===== src/rtl/program_sequencer.sv =====
// Program sequencer: holds a small instruction memory and issues one instruction at a time
// to the executor, advancing on Done until HALT, end of memory or a Done timeout.
module program_sequencer #(
  parameter int P       = 4,
  parameter int TIMEOUT = 15
) (
  input  logic         Clock,
  input  logic         Reset,
  input  logic         LoadEnable,
  input  logic [P-1:0] LoadAddress,
  input  logic [19:0]  LoadData,
  input  logic         Start,
  output logic [19:0]  OpCode,
  input  logic         Done,
  output logic         Busy,
  output logic         Halted,
  output logic         Timeout,
  output logic [P-1:0] ProgramCounter,
  output logic [15:0]  InstrCount
);

  localparam int WAIT_W = $clog2(TIMEOUT + 1);
  localparam logic [WAIT_W-1:0] WAIT_LIMIT = WAIT_W'(TIMEOUT);
  localparam logic [P-1:0]      PC_LAST    = {P{1'b1}};
  localparam logic [3:0]        OP_HALT    = 4'b1111;

  typedef enum logic [2:0] {
    ST_IDLE  = 3'd0,
    ST_FETCH = 3'd1,
    ST_ISSUE = 3'd2,
    ST_WAIT  = 3'd3,
    ST_END   = 3'd4,
    ST_ABORT = 3'd5
  } state_t;

  state_t              state_r;
  state_t              state_s;
  logic [P-1:0]        pc_r;
  logic [15:0]         icnt_r;
  logic [WAIT_W-1:0]   wait_cnt_r;
  logic [WAIT_W-1:0]   wait_inc_s;
  logic [19:0]         ir_r;
  logic [19:0]         mem_r [0:(1<<P)-1];
  logic                load_ok_s;

  assign wait_inc_s     = wait_cnt_r + WAIT_W'(1);
  assign load_ok_s      = (state_r == ST_IDLE) || (state_r == ST_END) || (state_r == ST_ABORT);
  assign ProgramCounter = pc_r;
  assign InstrCount     = icnt_r;

  // Program memory write port; contents survive reset
  always_ff @(posedge Clock) begin
    if (LoadEnable && load_ok_s) begin
      mem_r[LoadAddress] <= LoadData;
    end
  end

  // State register
  always_ff @(posedge Clock) begin
    if (Reset) begin
      state_r <= ST_IDLE;
    end else begin
      state_r <= state_s;
    end
  end

  // Next-state logic
  always_comb begin
    state_s = state_r;
    case (state_r)
      ST_IDLE, ST_END, ST_ABORT: begin
        if (Start) begin
          state_s = ST_FETCH;
        end else begin
          state_s = state_r;
        end
      end
      ST_FETCH: begin
        if (mem_r[pc_r][19:16] == OP_HALT) begin
          state_s = ST_END;
        end else begin
          state_s = ST_ISSUE;
        end
      end
      ST_ISSUE: state_s = ST_WAIT;
      ST_WAIT: begin
        if (Done) begin
          if (pc_r == PC_LAST) begin
            state_s = ST_END;
          end else begin
            state_s = ST_FETCH;
          end
        end else if (wait_inc_s == WAIT_LIMIT) begin
          state_s = ST_ABORT;
        end else begin
          state_s = ST_WAIT;
        end
      end
      default: state_s = ST_IDLE;
    endcase
  end

  // Datapath registers: PC, completed-instruction count, wait counter, instruction register
  always_ff @(posedge Clock) begin
    if (Reset) begin
      pc_r       <= {P{1'b0}};
      icnt_r     <= 16'd0;
      wait_cnt_r <= {WAIT_W{1'b0}};
      ir_r       <= 20'h0_00_00;
    end else begin
      case (state_r)
        ST_IDLE, ST_END, ST_ABORT: begin
          if (Start) begin
            pc_r   <= {P{1'b0}};
            icnt_r <= 16'd0;
          end
        end
        ST_FETCH: ir_r <= mem_r[pc_r];
        ST_ISSUE: wait_cnt_r <= {WAIT_W{1'b0}};
        ST_WAIT: begin
          if (Done) begin
            if (icnt_r != 16'hFFFF) begin
              icnt_r <= icnt_r + 16'd1;
            end
            // The last address ends the run in place rather than wrapping to 0
            if (pc_r != PC_LAST) begin
              pc_r <= pc_r + {{(P-1){1'b0}}, 1'b1};
            end
          end else begin
            wait_cnt_r <= wait_inc_s;
          end
        end
        default: ;
      endcase
    end
  end

  // Output decode; Done masks OpCode in WAIT so the executor never re-samples a finished op
  always_comb begin
    Busy    = (state_r == ST_FETCH) || (state_r == ST_ISSUE) || (state_r == ST_WAIT);
    Halted  = (state_r == ST_END);
    Timeout = (state_r == ST_ABORT);
    OpCode  = 20'h0_00_00;
    case (state_r)
      ST_ISSUE: OpCode = ir_r;
      ST_WAIT: begin
        if (Done) begin
          OpCode = 20'h0_00_00;
        end else begin
          OpCode = ir_r;
        end
      end
      default: OpCode = 20'h0_00_00;
    endcase
  end

endmodule

===== config.mk =====
export PLATFORM = sky130hd
export DESIGN_NAME = program_sequencer
export DESIGN_NICKNAME = d
export VERILOG_FILES = /design/src/rtl/program_sequencer.sv
export SDC_FILE = /design/constraint.sdc
export NUM_CORES = 1
export LEC_CHECK = 0
export ABC_AREA = 1
export BUFFER_PORTS_ARGS = -buffer_cell sky130_fd_sc_hd__buf_2
export CAP_MARGIN = 20
export CORE_ASPECT_RATIO = 0.5
export CORE_UTILIZATION = 55
export CTS_CLUSTER_SIZE = 25
export DETAILED_ROUTE_END_ITERATION = 8
export GPL_TIMING_DRIVEN = 1
export PLACE_DENSITY = 0.74
export SYNTH_ARGS = -nofsm -noshare
export SYNTH_HDL_FRONTEND = slang
export SYNTH_SLANG_ARGS = --single-unit

===== constraint.sdc =====
create_clock -name Clock -period 2.4 [get_ports Clock]
set_clock_uncertainty 0.15 [all_clocks]
set_input_delay 0.48 -clock Clock [delete_from_list [all_inputs] [get_ports Clock]]
set_output_delay 0.48 -clock Clock [all_outputs]
set_load 0.02 [all_outputs]

==> flow_summary.json <==
{
  "crit_fanout": 9,
  "min_period_ns": 2.51,
  "cp_data_arrival_time_ns": 1.88,
  "overflow": 0,
  "avgSynthCellArea_sq_um": 11.2,
  "die_h_microns": 120,
  "cts-root-buf": "clkbuf_16",
  "ios": 72,
  "grt_pass1_vias": 10400,
  "status": "finished, violations left",
  "grt_util_all_layers_pct": 26.0,
  "ir_drop_mv": 0.625,
  "hold_viol_final": 0,
  "maxSlewViolCount": 0,
  "syn_area_sq_mm": 0.0153,
  "dpl-instance-area_sq_mm": 0.0164,
  "critical_path_class": "reg -> out",
  "vias": 10800,
  "place_hpwl_microns": 22800,
  "hold_class": "in -> reg",
  "routabilityCongestion": 0.927,
  "drt_iter0_markers": 1337,
  "fillCellCount": 1974,
  "core_area_sq_mm": 0.0269,
  "synth_seq_cells": 371,
  "critPathRequiredTime_ns": 1.77,
  "fp.dieW_microns": 238,
  "sw_frac_of_total_pct": 31.3,
  "cts-htree-levels": 1,
  "tightest_slew_ns": 0.861,
  "synthCells": 1368,
  "grt_pass1_wl_microns": 57000,
  "fin_ws_ns": -0.107,
  "max_slew_margin_pct": 42.6,
  "vias_per_cell": 5.81,
  "antenna_found_initial": 0,
  "place_ws_ns": 0.235,
  "antenna_left": 0,
  "min_period_over_period_pct": 104,
  "clkSlewWorstSetupHoldPaths_ns": 0.07,
  "p_switching_mw": 5.13,
  "clockBufferDepth": 3,
  "std_cell_rows": 42,
  "insertion_delay_ns": 0.58,
  "start_kind": "flip-flop",
  "pwr-share-comb_pct": 24.0,
  "drt_wl_total_microns": 36600,
  "syn_to_final_growth_pct": 15.9,
  "seqPwrFrac_pct": 45.9,
  "diodes": 0,
  "fin_setup_tns_ns": -1.17,
  "yosysUniqueCellTypes": 35,
  "finalPower_mw": 16.4,
  "drc": 0,
  "yosysWarnings": 0,
  "setup_viol": 15,
  "ys_seq_area_share_pct": 69.3,
  "yosysTopAreaCell": "edfxtp_1",
  "cts_tree": "built",
  "power.internal_mw": 11.3,
  "initial_core_util_pct": 57.0,
  "violations": "setup timing",
  "p_per_area_mw_per_mm2": 922,
  "max_freq_mhz": 399,
  "end_kind": "output port",
  "port-buffer-count": 71,
  "wl_per_cell_microns": 19.7,
  "nets": 1494,
  "clkPwrFrac_pct": 30.0,
  "tritoncts.num_buffers": 31,
  "maxCapViolations": 0,
  "numClockSinks": 371,
  "fin_util_pct": 66.1,
  "rsz0062_at_grt": "yes",
  "final_cell_mix": "edfxtp_1, nor2_1, nand2_1",
  "final_common_cell": "edfxtp_1",
  "finalInstanceArea_sq_mm": 0.0178,
  "syn_nets": 1401,
  "p_leak_nw": 6.39,
  "netlist.area_leader.share_pct": 62.6,
  "drive_above_1_share_pct": 16.4,
  "drtPass1Iterations": 7,
  "grt_max_degree": 79,
  "synth_area_leaders": "edfxtp_1, dfxtp_1, nor2_1, o21ai_0, o211ai_1",
  "die-area_sq_mm": 0.0286
}
==> worst max-delay path, cell delays in order, from the launching register on <==
cell	delay (ns)
dfxtp_4	0.37
inv_4	0.07
nand2_4	0.07
nor2_8	0.10
nand2_4	0.06
inv_4	0.06
nor2_4	0.04
buf_12	0.14
buf_16	0.15
nor2_2	0.11
buf_6	0.13
==> final timing paths <==
check,endpoint,from,slack [ns],cells past startpoint
hold reg to reg,ir_r[15]$_SDFFE_PP0N_,ir_r[15]$_SDFFE_PP0N_,0.35,2
setup reg to reg,mem_r[8][16]$_DFFE_PP_,state_r[2]$_SDFFE_PP0P_,0.15,10
hold / removal,mem_r[12][4]$_DFFE_PP_,LoadData[4],0.13,1
setup / recovery,OpCode[1],state_r[2]$_SDFFE_PP0P_,-0.11,10
==> final cells by class <==
cell class                 instances  area [sq um]  area share (%)
clock buffer                      40           830            4.66
clock inverter                    18           145           0.816
tap                              374           468            2.63
sequential                       371         10600            59.9
timing repair buffer             136          1190            6.70
multi-input combinational        808          4070            22.9
inverter                         113           437            2.45
==> Yosys cell counts <==
| library cell | instances |
|---|---|
| clkinv_1 | 2 |
| nor3_2 | 1 |
| inv_1 | 105 |
| nor2_8 | 1 |
| a21boi_0 | 1 |
| nand2_1 | 142 |
| nand3_1 | 107 |
| buf_1 | 2 |
| buf_2 | 22 |
| inv_4 | 2 |
| nor2_1 | 263 |
| inv_2 | 4 |
| nor4_1 | 2 |
| nor3_1 | 8 |
| nor2_4 | 1 |
| xnor2_1 | 3 |
| dfxtp_1 | 51 |
| nand2_2 | 3 |
| xor2_1 | 7 |
| o21ai_1 | 9 |
| a21oi_1 | 27 |
| ha_1 | 4 |
| a31oi_1 | 1 |
| o211ai_1 | 74 |
| buf_4 | 10 |
| nand4_1 | 4 |
| clkbuf_1 | 33 |
| o21ai_0 | 138 |
| buf_6 | 9 |
| or2_2 | 3 |
| o21a_1 | 1 |
| nor3b_1 | 1 |
| o32ai_1 | 1 |
| edfxtp_1 | 320 |
| o221ai_1 | 6 |
==> flip-flops by register name, indices dropped and copies added, names as in the netlist, named ones only <==
register	flops
mem_r	320
state_r	3
ProgramCounter	4
wait_cnt_r	4
ir_r	20
InstrCount	16
==> layer usage <==
metal | global-route usage, % | up-vias | part of all wire [%]
li1 | - | 4959 | -
met1 | 36.5 | 5239 | 41
met2 | 42.1 | 538 | 47
met3 | 4.51 | 67 | 9.5
met4 | 7.05 | 0 | 2.2
met5 | 0 | - | 0
==> through the flow <==
step | hold slack (ns) | instances
6_report | 0.132 | 1860
4_1_cts | 0.128 | 1857
5_1_grt | 0.134 | 1860
3_3_place_gp | 0.324 | 1788
3_5_place_dp | 0.329 | 1788
2_1_floorplan | 0.306 | 1368
==> power by group through the flow <==
stage	Sequential, mW	Clock [mW]	Combinational, mW
finish	7.53	4.92	3.94
global route	7.56	5.20	4.28
CTS	7.53	4.94	3.91
detailed placement	7.65	0	3.44
global placement	7.64	0	3.37
floorplan	7.58	0	2.49
==> cells by family (layout without fill, tap and decap cells) <==
group | after synthesis | count (layout) | synth area share, %
flip-flops | 371 | 371 | 69.3
adder cells (fa/ha/maj) | 4 | 4 | 0.326
buffers and inverters | 189 | 307 | 5.52
XOR/XNOR | 10 | 10 | 0.571
AO/OA/AOI/OAI | 258 | 258 | 9.83
AND/OR/NAND/NOR | 536 | 536 | 14.5
==> what timing repair did <==
item,in CTS,in global routing
gates resized for setup,83,12
hold endpoints to repair,1,0
setup buffers,8,4
pin swaps,3,5
hold buffers,1,0
setup endpoints to repair,20,20
cloned,2,0
Note: power is estimated with default switching activity, not from simulation.
